===== src/rtl/traffic_queue_model_pkg.sv =====
// Shared encodings for the road-side traffic queue model.
package traffic_queue_model_pkg;

  // One-hot light encodings driven by the controller
  localparam logic [2:0] LT_GREEN  = 3'b001;
  localparam logic [2:0] LT_YELLOW = 3'b010;
  localparam logic [2:0] LT_RED    = 3'b100;

  // Per-road queue state
  typedef enum logic [1:0] {
    ST_IDLE = 2'd0,  // queue empty
    ST_WAIT = 2'd1,  // cars queued, light not green
    ST_FLOW = 2'd2   // cars queued, light green, cars departing
  } road_st_e;

  // Default counter width and its saturation value
  localparam int WW_DEF    = 8;
  localparam int W_SAT_DEF = (1 << WW_DEF) - 1;

  // True when exactly one of the three lamp bits is lit
  function automatic logic is_onehot3(input logic [2:0] x);
    return (x == LT_GREEN) || (x == LT_YELLOW) || (x == LT_RED);
  endfunction

endpackage


===== src/rtl/traffic_queue_model_road_queue.sv =====
// One road: vehicle queue, departure pacing on green, wait-episode tracking,
// served count and sticky drop flag.
module road_queue
  import traffic_queue_model_pkg::*;
#(
  parameter int QW         = 4,
  parameter int MAXQ       = 15,
  parameter int DEPART_CYC = 2,
  parameter int WW         = WW_DEF
) (
  input  logic          clk,
  input  logic          rst,
  input  logic          arrive,
  input  logic [2:0]    light,
  output logic          car,
  output logic [QW-1:0] q,
  output logic [WW-1:0] served,
  output logic [WW-1:0] max_wait,
  output logic          drop
);

  localparam int             DCW      = (DEPART_CYC > 1) ? $clog2(DEPART_CYC) : 1;
  localparam logic [DCW-1:0] DEP_LAST = DCW'(DEPART_CYC - 1);
  localparam logic [QW-1:0]  QMAX     = QW'(MAXQ);
  localparam logic [WW-1:0]  SAT      = {WW{1'b1}};

  road_st_e      st_q, st_d;
  logic [QW-1:0] q_q, q_d;
  logic [DCW-1:0] dep_q, dep_d;
  logic [WW-1:0] wait_q, wait_d;
  logic [WW-1:0] served_q, served_d;
  logic [WW-1:0] maxw_q, maxw_d;
  logic          drop_q, drop_d;
  logic          green, flow_now, depart;

  // Departure pacing: any cycle with cars queued and a green light counts,
  // including the WAIT cycle that first sees green.
  always_comb begin
    green    = (light == LT_GREEN);
    flow_now = (st_q != ST_IDLE) && green;
    depart   = flow_now && (dep_q == DEP_LAST);
    dep_d    = '0;
    if (flow_now && !depart) dep_d = dep_q + 1'b1;
  end

  // Queue occupancy, drop flag and served count; a departure frees the slot
  // that a simultaneous arrival takes, so a full queue accepts it.
  always_comb begin
    q_d      = q_q;
    drop_d   = drop_q;
    served_d = served_q;
    if (arrive && !depart) begin
      if (q_q < QMAX) q_d = q_q + 1'b1;
      else            drop_d = 1'b1;
    end else if (!arrive && depart) begin
      q_d = q_q - 1'b1;
    end
    if (depart && (served_q != SAT)) served_d = served_q + 1'b1;
  end

  // Road FSM with wait-episode measurement
  always_comb begin
    st_d   = st_q;
    wait_d = wait_q;
    maxw_d = maxw_q;
    case (st_q)
      ST_IDLE: if (arrive) st_d = green ? ST_FLOW : ST_WAIT;
      ST_WAIT: begin
        if (green) begin
          st_d   = (q_d == '0) ? ST_IDLE : ST_FLOW;
          wait_d = '0;
          if (wait_q > maxw_q) maxw_d = wait_q;
        end else if (wait_q != SAT) begin
          wait_d = wait_q + 1'b1;
        end
      end
      ST_FLOW: begin
        if (!green)          st_d = ST_WAIT;
        else if (q_d == '0)  st_d = ST_IDLE;
      end
      default: st_d = ST_IDLE;
    endcase
  end

  // State registers
  always_ff @(posedge clk) begin
    if (rst) begin
      st_q     <= ST_IDLE;
      q_q      <= '0;
      dep_q    <= '0;
      wait_q   <= '0;
      served_q <= '0;
      maxw_q   <= '0;
      drop_q   <= 1'b0;
    end else begin
      st_q     <= st_d;
      q_q      <= q_d;
      dep_q    <= dep_d;
      wait_q   <= wait_d;
      served_q <= served_d;
      maxw_q   <= maxw_d;
      drop_q   <= drop_d;
    end
  end

  assign car      = (q_q != '0);
  assign q        = q_q;
  assign served   = served_q;
  assign max_wait = maxw_q;
  assign drop     = drop_q;

endmodule


===== config.mk =====
export PLATFORM = sky130hd
export DESIGN_NAME = road_queue
export DESIGN_NICKNAME = d
export VERILOG_FILES = /design/src/rtl/traffic_queue_model_pkg.sv /design/src/rtl/traffic_queue_model_road_queue.sv
export SDC_FILE = /design/constraint.sdc
export NUM_CORES = 1
export LEC_CHECK = 0
export CAP_MARGIN = 10
export CORE_ASPECT_RATIO = 0.6
export CORE_MARGIN = 1.5
export CORE_UTILIZATION = 43
export CTS_BUF_LIST = sky130_fd_sc_hd__clkbuf_16
export DETAILED_ROUTE_END_ITERATION = 8
export PLACE_DENSITY = 0.76
export SLEW_MARGIN = 10
export SYNTH_ARGS = -nofsm -noshare
export SYNTH_HDL_FRONTEND = slang
export SYNTH_SLANG_ARGS = --single-unit

===== constraint.sdc =====
create_clock -name clk -period 1.95 [get_ports clk]
set_clock_uncertainty 0.2 [all_clocks]
set_input_delay 0.2925 -clock clk [delete_from_list [all_inputs] [get_ports clk]]
set_output_delay 0.2925 -clock clk [all_outputs]
set_load 0.02 [all_outputs]

* After elaboration in Yosys (flattened, before gate mapping)
Cells that the tools add are included.
W data, S select, Z words.
** Word-level totals
- Input bits :: 6
- Logic and storage cells :: 54
- Flip-flop bits (word level) :: 32
- Output and inout bits :: 22
** Operators by class
- Reduce and logical (&&, ||, !) cells :: 18
- Add/subtract/negate cells :: 5
- Mux-type cells :: 12
- $lt $le $gt $ge :: 2
- Eq/ne operators :: 8
- Bitwise logic cells :: 2
** Operators with widths (number)
- $add A8 B1 Y8 const B :: 2
- $mux W8 :: 2
- $ne A8 B8 Y1 const B :: 2
- $mux W2 :: 6
- $mux W4 :: 3
- $gt A8 B8 Y1 :: 1
- $logic_and A1 B1 Y1 :: 6
- $pmux W2 S3 :: 1
- $reduce_and A3 Y1 :: 2
- $add A4 B1 Y4 const B :: 1
- $logic_not A4 Y1 :: 1
- $lt A4 B4 Y1 const B :: 1
- $ne A2 B2 Y1 const B :: 2
- $reduce_and A2 Y1 :: 2
- $reduce_bool A2 Y1 :: 2
- $reduce_bool A4 Y1 :: 1
- $sub A4 B1 Y4 const B :: 1
- $eq A3 B1 Y1 const B :: 1
- $ne A3 B3 Y1 const B :: 1
- $eq A2 B1 Y1 const B :: 1
- $eq A2 B2 Y1 const B :: 1
- $logic_not A1 Y1 :: 2
- $logic_not A2 Y1 :: 1
- $not A1 Y1 :: 2
- other kinds (2) :: 2

* Depth between registers and ports, before layout
Gate-level depths: netlist (run 1).
- Depth after elaboration :: 10
- Gate-level depth with buffers :: 8
- Gate-level depth less buffers :: 8

* Worst setup path before layout (run 1)
OpenSTA, ideal clock, no wires.
- Path kind :: register -> register
- Start point :: reg q_q[1] (netlist: q[1])
- End point :: reg st_q[1]
- Required time :: 1.635 ns
- Clock period less this slack :: 2.092 ns
- Path slack :: -0.142 ns
- Library setup time :: 0.115 ns
- Arrival :: 1.776 ns
- Buffers on the path :: 0
- Cell stages (with the launch flop) :: 8
- Path through :: dfxtp_1 > inv_1 > ha_1 > and4_2 > a311o_2 > a22oi_1 > o2111ai_1 > and3_1
** Between the ends
- Longest elaborated chain between the ends :: 7
- Elaborated cells between the ends (all ways) :: 12
- Those cells by class :: add/sub (2); order compare (1); eq/ne (1); mux (6); reduce/logical (2)
** Ends and longest elaborated chain
- start: declaration :: line traffic_queue_model_road_queue.sv:28 : logic [QW-1:0] q_q, q_d;
- start signal: assignment :: line traffic_queue_model_road_queue.sv:97 : q_q <= q_d;
- $sub A4 B1 Y4 (tied with other cells) :: line traffic_queue_model_road_queue.sv:56 : q_d = q_q - 1'b1;
- $mux W4 (on tied branches) :: line traffic_queue_model_road_queue.sv:55, traffic_queue_model_road_queue.sv:53
- $mux W4 * :: line traffic_queue_model_road_queue.sv:52 : if (arrive && !depart) begin
- $logic_not A4 Y1 * :: line traffic_queue_model_road_queue.sv:70, traffic_queue_model_road_queue.sv:79
- $mux W2 :: line traffic_queue_model_road_queue.sv:70 : st_d = (q_d == '0) ? ST_IDLE : ST_FLOW;
- $mux W2 :: line traffic_queue_model_road_queue.sv:69 : if (green) begin
- $pmux W2 S3 :: line traffic_queue_model_road_queue.sv:66 : case (st_q)
- end signal: assignment :: line traffic_queue_model_road_queue.sv:96 : st_q <= st_d;
- end: declaration :: line traffic_queue_model_road_queue.sv:27 : road_st_e st_q, st_d;
Every way passes the cells marked *; elsewhere a longest branch is shown, timed or not. The select of a mux whose other input is x is not followed.
A chain may end at the register's enable or synchronous reset.

* Worst setup path in the final report (run 1)
- Start point :: reg wait_q[1]
- End point :: reg maxw_q[1] (netlist: max_wait[1])
** Between the ends
- Longest elaborated chain between the ends :: 2
** Ends and longest elaborated chain
- start: declaration :: line traffic_queue_model_road_queue.sv:30 : logic [WW-1:0] wait_q, wait_d;
- start signal: assignment :: line traffic_queue_model_road_queue.sv:99 : wait_q <= wait_d;
- $gt A8 B8 Y1 :: line traffic_queue_model_road_queue.sv:72 : if (wait_q > maxw_q) maxw_d = wait_q;
- $reduce_and A3 Y1 (no source line)
- end signal: assignment :: line traffic_queue_model_road_queue.sv:101 : maxw_q <= maxw_d;
- end: declaration :: line traffic_queue_model_road_queue.sv:32 : logic [WW-1:0] maxw_q, maxw_d;
Parallel ways exist; a longest one is shown, timed or not.

==> results of run 1 <==
==> area by class of cell <==
| cell class | instances | area share (%) |
|---|---|---|
| multi-input cells | 155 | 44.6 |
| inverters | 14 | 1.88 |
| flip-flops and latches | 32 | 23.6 |
| clock buffers | 5 | 4.47 |
| repair buffers | 67 | 21.3 |
| well taps | 60 | 2.68 |
| clock inverters | 3 | 1.47 |
==> power breakdown <==
part / internal (mW) / switching, mW
registers: 0.663 / 0.0112
logic: 0.0989 / 0.0983
clock network: 0.600 / 0.295
==> cell families (layout without fill, tap and decap cells) <==
logic type / after synthesis / after routing / synth area share (%)
AOI/OAI and AO/OA: 36 / 36 / 15.1
muxes: 10 / 10 / 5.50
buffers and inverters: 19 / 89 / 3.99
adders and majority gates: 13 / 13 / 8.93
and+or+nand+nor: 86 / 86 / 26.5
xor gates and xnor gates: 10 / 10 / 4.81
DFF: 32 / 32 / 35.2
==> registers in the layout (all words and copies together), names as in the netlist <==
name	cells
dep_q	1
drop	1
served	8
q	4
st_q	2
wait_q	8
max_wait	8
==> layer usage <==
layer	wire [um]	part of all wire, %	up-vias	GRT usage, %
li1	-	-	864	-
met1	2420	47	863	29.1
met2	2370	46	71	34.5
met3	251	4.9	12	5.62
met4	75	1.5	0	7.53
met5	0	0	-	0
==> cell usage in the layout, fill, tap and decap left out, drive strengths merged, types with 6 or more instances in the layout <==
master and instances:
buf 40, dfxtp 32, clkdlybuf4s50 23, nor2 23
nand2b 17, inv 15, ha 13, o21ai 11
mux2i 10, nand2 10, nand4 6, nand3 6
xor2 6
==> critical path, stage by stage (launching register included) <==
cell and delay (ps):
dfxtp_4 370, ha_4 250, nor2b_4 120, o21a_1 180, o21a_1 210, o21ai_2 200
a21oi_4 100, buf_4 160, mux2i_1 160
==> worst max-delay path by stage <==
stage                      startpoint          end  slack (ps)  depth (start not counted)
after CTS                     st_q[0]      st_q[1]          -5                          6
after detailed placement     light[1]      st_q[1]        -590                          7
after floorplan           max_wait[1]  max_wait[1]          10                          8
after global placement       light[1]      st_q[1]        -480                          7
after global routing           arrive      st_q[1]        -120                          8
final                       wait_q[1]  max_wait[1]         -60                          8
==> repair_timing <==
| item | 4_1_cts | 5_1_grt |
|---|---|---|
| resized for setup | 17 | 24 |
| hold buffers | 0 | 0 |
| gates cloned | 0 | 0 |
| endpoints found under the setup margin | 24 | 13 |
| setup buffers | 3 | 6 |
| pin swaps | 8 | 16 |
==> summary.md, run 1 <==
| Metric | Value |
|---|---|
| Count of cell types in the netlist | `just over 40` |
| FF-to-FF Start | `wait_q[1]` |
| Top cells by count, synth | `dfxtp_1, nor2_1, nand2b_1` |
| Number of H-tree levels | `2` |
| Reg2reg setup slack | `-60 ps` |
| DR vias/cell | `approximately 5.4` |
| RSZ-0062 raised after global routing | `yes` |
| Drt first pass iters | `4` |
| Worst hold slack | `about 270 ps` |
| Initial Util | `approximately 45%` |
| Non-filler cells, final | `336` |
| Sum Neg Setup Slack | `-315 ps` |
| Pleak | `about 1.1 nW` |
| Reg2Reg Depth | `8` |
| Least-Margin Pin Slew | `around 380 ps` |
| CTS sink cnt | `32` |
| R2R Path End | `max_wait[1]` |
| Final period utilization | `103%` |
| Predominant post-synthesis flop cell | `dfxtp_1` |
| Share of layout cells above drive strength 1 | `between 30% and 40%` |
| Cell Area, Synth | `1820 sq um` |
| Final setup vio count | `10` |
| Fin. Hold Viols | `0` |
| Area contributors post-synth | `dfxtp_1, ha_1, nand2b_1` |
| NumNets Final | `just under 300` |
| Post-Place Setup Slack | `-591 ps` |
| Core Rows | `18` |
| Cell count after synthesis | `about 210` |
| Routed via count | `1810` |
| Max Transition Viols Final | `0` |
| Slew HR | `between 70% and 80%` |
| Critical path class | `reg -> reg` |
| Design area | `about 2800 sq um` |
| DRC | `0` |
| Most common cell in the netlist | `dfxtp_1` |
| Final Core Density | `68.7%` |
| I/O Buffers | `27` |
| Syn_area_per_cell | `about 8.8 sq um` |
| Crit path DAT | `around 2000 ps` |
| WL final | `slightly above 5000 um` |
| CP Max Fanout | `4` |
| # fillers | `~300` |
| Share of the synthesized area in the top cell type | `between 30% and 40%` |
| Tot Pwr | `1.77 mW` |
| Largest net degree at the start of global routing | `36` |
| Post-synth EDFFs | `0` |
| Async SR Flop Fraction | `0%` |
| Synth warnings | `0` |
| Root Driver | `clkbuf_16` |
| Total track usage | `21.9%` |
| # diodes | `0` |
| Die Y | `53.4 um` |
| PwrDens | `631 nW/um^2` |
| DP HPWL | `~3200 um` |
| Flop and latch count out of synthesis | `32` |
| Critical Path Sink Type | `flop` |
| Worst Hold Class | `reg -> reg` |
| Register area share after synthesis | `between 30% and 40%` |
| Num CTS Buffers | `5` |
| Area delta synth->final | `53.9%` |
| Worst skew pair latency | `280 ps` |
| Failing checks | `negative setup slack` |
| DIE AREA | `around 4600 sq um` |
| Core area | `4080 sq um` |
| Status | `finished with violations` |
| Area of the multi-input gates | `1250 sq um` |
| Fmax | `approximately 500 MHz` |
| Placed cell area | `approximately 2400 sq um` |
| ANT nets after route | `0` |
| Hold Path End | `dep_q` |
| Worst EP required | `1950 ps` |
| GP Congestion | `between 0.8 and 0.9` |
| CP Launch Type | `flop` |
| Hold_sp | `dep_q` |
| CTS tree | `built` |
| Worst setup margin | `-63.1 ps` |
| Initial DRC count | `between 80 and 90` |
| Syn Nets | `around 230` |
| Clock-pin slew on the worst setup and hold paths | `~50 ps` |
| Vias in the first global route | `about 1.6k` |
| Initial antenna violation count | `0` |
| Wire length of the first global-routing pass | `about 7500 um` |
| Worst VDD drop | `502 uV` |
| CTS max path bufs | `2` |
| Remaining global-route overflow | `0` |
| Routed WL per cell | `15.2 um` |
| Cell accounting for the most synthesized area | `dfxtp_1` |
| Max Cap Viol | `0` |
| Register area | `661 sq um` |
| Hold Crit Depth | `1` |
| DP Cell Count | `320` |
| IO Pins | `28` |
| Min Clock Period, post-route | `around 2000 ps` |
| Die width | `between 80 and 90 um` |
No activity file was read; power rests on OpenSTA's default activity.
==> inputs of run 2 (changes only) <==
--- a/config.mk
+++ b/config.mk
@@ -5,13 +5,15 @@
 export SDC_FILE = /design/constraint.sdc
 export NUM_CORES = 1
 export LEC_CHECK = 0
+export ABC_CLOCK_PERIOD_IN_PS = 2100
 export CAP_MARGIN = 10
 export CORE_ASPECT_RATIO = 0.6
 export CORE_MARGIN = 1.5
 export CORE_UTILIZATION = 43
 export CTS_BUF_LIST = sky130_fd_sc_hd__clkbuf_16
 export DETAILED_ROUTE_END_ITERATION = 8
-export PLACE_DENSITY = 0.76
+export MAX_ROUTING_LAYER = met4
+export PLACE_DENSITY = 0.73
 export SLEW_MARGIN = 10
 export SYNTH_ARGS = -nofsm -noshare
 export SYNTH_HDL_FRONTEND = slang
==> constraint.sdc (replaced) <==
create_clock -name clk -period 2.1 [get_ports clk]
set_clock_uncertainty 0.2 [all_clocks]
set_input_delay 0.315 -clock clk [delete_from_list [all_inputs] [get_ports clk]]
set_output_delay 0.315 -clock clk [all_outputs]
set_load 0.02 [all_outputs]
==> summary.md, run 2 (synthesis results as in run 1) <==
| Metric | Value |
|---|---|
| IO Pins | `28 (unchanged)` |
| Die Y | `53.4 um (unchanged)` |
| Routed WL per cell | `12.9 um (-15%)` |
| DP HPWL | `2980 um (-7.0%)` |
| Min Clock Period, post-route | `1980 ps (-30.5 ps)` |
| Post-Place Setup Slack | `-420 ps (+170 ps)` |
| Core Rows | `18 (unchanged)` |
| Hold_sp | `max_wait[4]` |
| CTS sink cnt | `32 (unchanged)` |
| CTS tree | `built` |
| Clock-pin slew on the worst setup and hold paths | `60 ps (about the same)` |
| Largest net degree at the start of global routing | `31 (-14%)` |
| Hold Path End | `max_wait[4]` |
| Critical path class | `reg -> reg` |
| Register area | `643 sq um (-2.7%)` |
| CP Max Fanout | `4 (unchanged)` |
| Max Transition Viols Final | `0 (unchanged)` |
| FF-to-FF Start | `q[0]` |
| CTS max path bufs | `2 (unchanged)` |
| GP Congestion | `0.954 (+9.8%)` |
| Hold Crit Depth | `2 (+1)` |
| Worst Hold Class | `reg -> reg` |
| Worst hold slack | `286 ps (+13.2 ps)` |
| I/O Buffers | `27 (unchanged)` |
| Sum Neg Setup Slack | `0 ps (+315 ps)` |
| Worst VDD drop | `436 uV (-13%)` |
| Die width | `87 um (unchanged)` |
| Total track usage | `20.2% (-1.7 points)` |
| R2R Path End | `st_q[1]` |
| DP Cell Count | `310 (-3.1%)` |
| Initial Util | `44.7% (unchanged)` |
| Number of H-tree levels | `2 (unchanged)` |
| Max Cap Viol | `0 (unchanged)` |
| Design area | `2520 sq um (-10%)` |
| Initial DRC count | `58 (-35%)` |
| Slowest CP cell | `dfxtp_1` |
| Non-filler cells, final | `320 (-4.8%)` |
| Crit path largest cell delay | `380 ps (about the same)` |
| Area delta synth->final | `38.6%` |
| Critical Path Sink Type | `flop` |
| WL final | `4130 um (-19%)` |
| Worst skew pair latency | `280 ps (about the same)` |
| DR vias/cell | `5.07 (-5.9%)` |
| Routed via count | `1622 (-10%)` |
| Placed cell area | `2310 sq um (-4.9%)` |
| Final setup vio count | `0 (-10)` |
| Crit path DAT | `1950 ps (-60 ps)` |
| Reg2reg setup slack | `120 ps (+180 ps)` |
| Remaining global-route overflow | `0 (unchanged)` |
| Drt first pass iters | `4 (unchanged)` |
| Status | `complete, no violations` |
| Worst setup margin | `117 ps (+181 ps)` |
| Most frequent cells in the layout | `dfxtp_1, clkdlybuf4s50_1, buf_4, nor2_1, nand2b_1` |
| DRC | `0 (unchanged)` |
| Initial antenna violation count | `0 (unchanged)` |
| Final period utilization | `94.4% (-8.8 points)` |
| Core area | `4080 sq um (unchanged)` |
| PwrDens | `640 nW/um^2 (+1.4%)` |
| Share of layout cells above drive strength 1 | `19.2% (-14 points)` |
| Least-Margin Pin Slew | `368 ps (-15.4 ps)` |
| Reg2Reg Depth | `7 (-1)` |
| ANT nets after route | `0 (unchanged)` |
| Area of the multi-input gates | `1130 sq um (-9.4%)` |
| NumNets Final | `278 (-5.4%)` |
| Vias in the first global route | `1443 (-9.8%)` |
| CP Launch Type | `flop` |
| Commonest non-fill, non-tap cell in the layout | `dfxtp_1` |
| Slew HR | `75.3% (+1.1 points)` |
| CP cell instances | `inv_1, ha_1, and4_2, a311o_2, a22oi_2, o2111ai_1, and3_1` |
| Num CTS Buffers | `5 (unchanged)` |
| Fin. Hold Viols | `0 (unchanged)` |
| Fmax | `504 MHz (+1.5%)` |
| RSZ-0062 raised after global routing | `no` |
| # diodes | `0 (unchanged)` |
| DIE AREA | `4650 sq um (unchanged)` |
| Root Driver | `clkbuf_16` |
| Wire length of the first global-routing pass | `6930 um (-8.0%)` |
| Worst EP required | `2070 ps (+120 ps)` |
| # fillers | `346 (+16%)` |
| Pleak | `0.962 nW (-11%)` |
[run 2: worst max-delay path, delay by kind of cell, from the launching register on]
| kind | cells | cell delay [ps] |
|---|---|---|
| AND/OR/NAND/NOR | 2 | 380 |
| flip-flops | 1 | 380 |
| adder cells (fa/ha/maj) | 1 | 200 |
| buffers and inverters | 1 | 80 |
| AO/OA/AOI/OAI | 3 | 630 |
[run 2: where the power goes]
part / switching (mW) / leakage (nW) / internal, mW
Combinational: 0.0759 / 0.622 / 0.0746
Clock: 0.280 / 0.0798 / 0.557
Sequential: 0.00915 / 0.260 / 0.617
[run 2: repair_timing]
item	in CTS	in global routing
hold buffers	0	0
pin swaps	2	6
buffers inserted	1	1
resized for setup	8	7
gates cloned	0	0
endpoints found under the setup margin	6	16
[run 2: cell type report]
cell class | instances | area share (%)
well taps | 60 | 2.98
flip-flops and latches | 32 | 25.5
repair buffers | 51 | 18.0
clock inverters | 3 | 1.69
clock buffers | 5 | 4.96
multi-input cells | 155 | 44.8
inverters | 14 | 2.08
[run 2: worst max-delay path by stage]
stage	cells after the start	from	end
2_1_floorplan	7	q[1]	st_q[1]
3_3_place_gp	7	light[1]	st_q[1]
3_5_place_dp	7	light[1]	st_q[1]
4_1_cts	9	light[0]	served[7]
5_1_grt	8	q[0]	st_q[1]
6_report	7	q[0]	st_q[1]
[run 2: routing by layer]
layer  GRT usage (%)  share of wire [%]  vias to the layer above
met5               -                  0                        -
met2            27.6                 40                       43
met1            29.3                 55                      741
met3            5.62                4.7                        3
met4            3.49               0.60                        0
li1                -                  -                      835
[run 2: through the flow]
| step | total power [mW] | utilization (%) |
|---|---|---|
| floorplan | 0.717 | - |
| global placement | 0.785 | 56.7 |
| detailed placement | 0.785 | 56.7 |
| CTS | 1.62 | 61.4 |
| global route | 1.67 | 61.9 |
| finish | 1.61 | 61.9 |
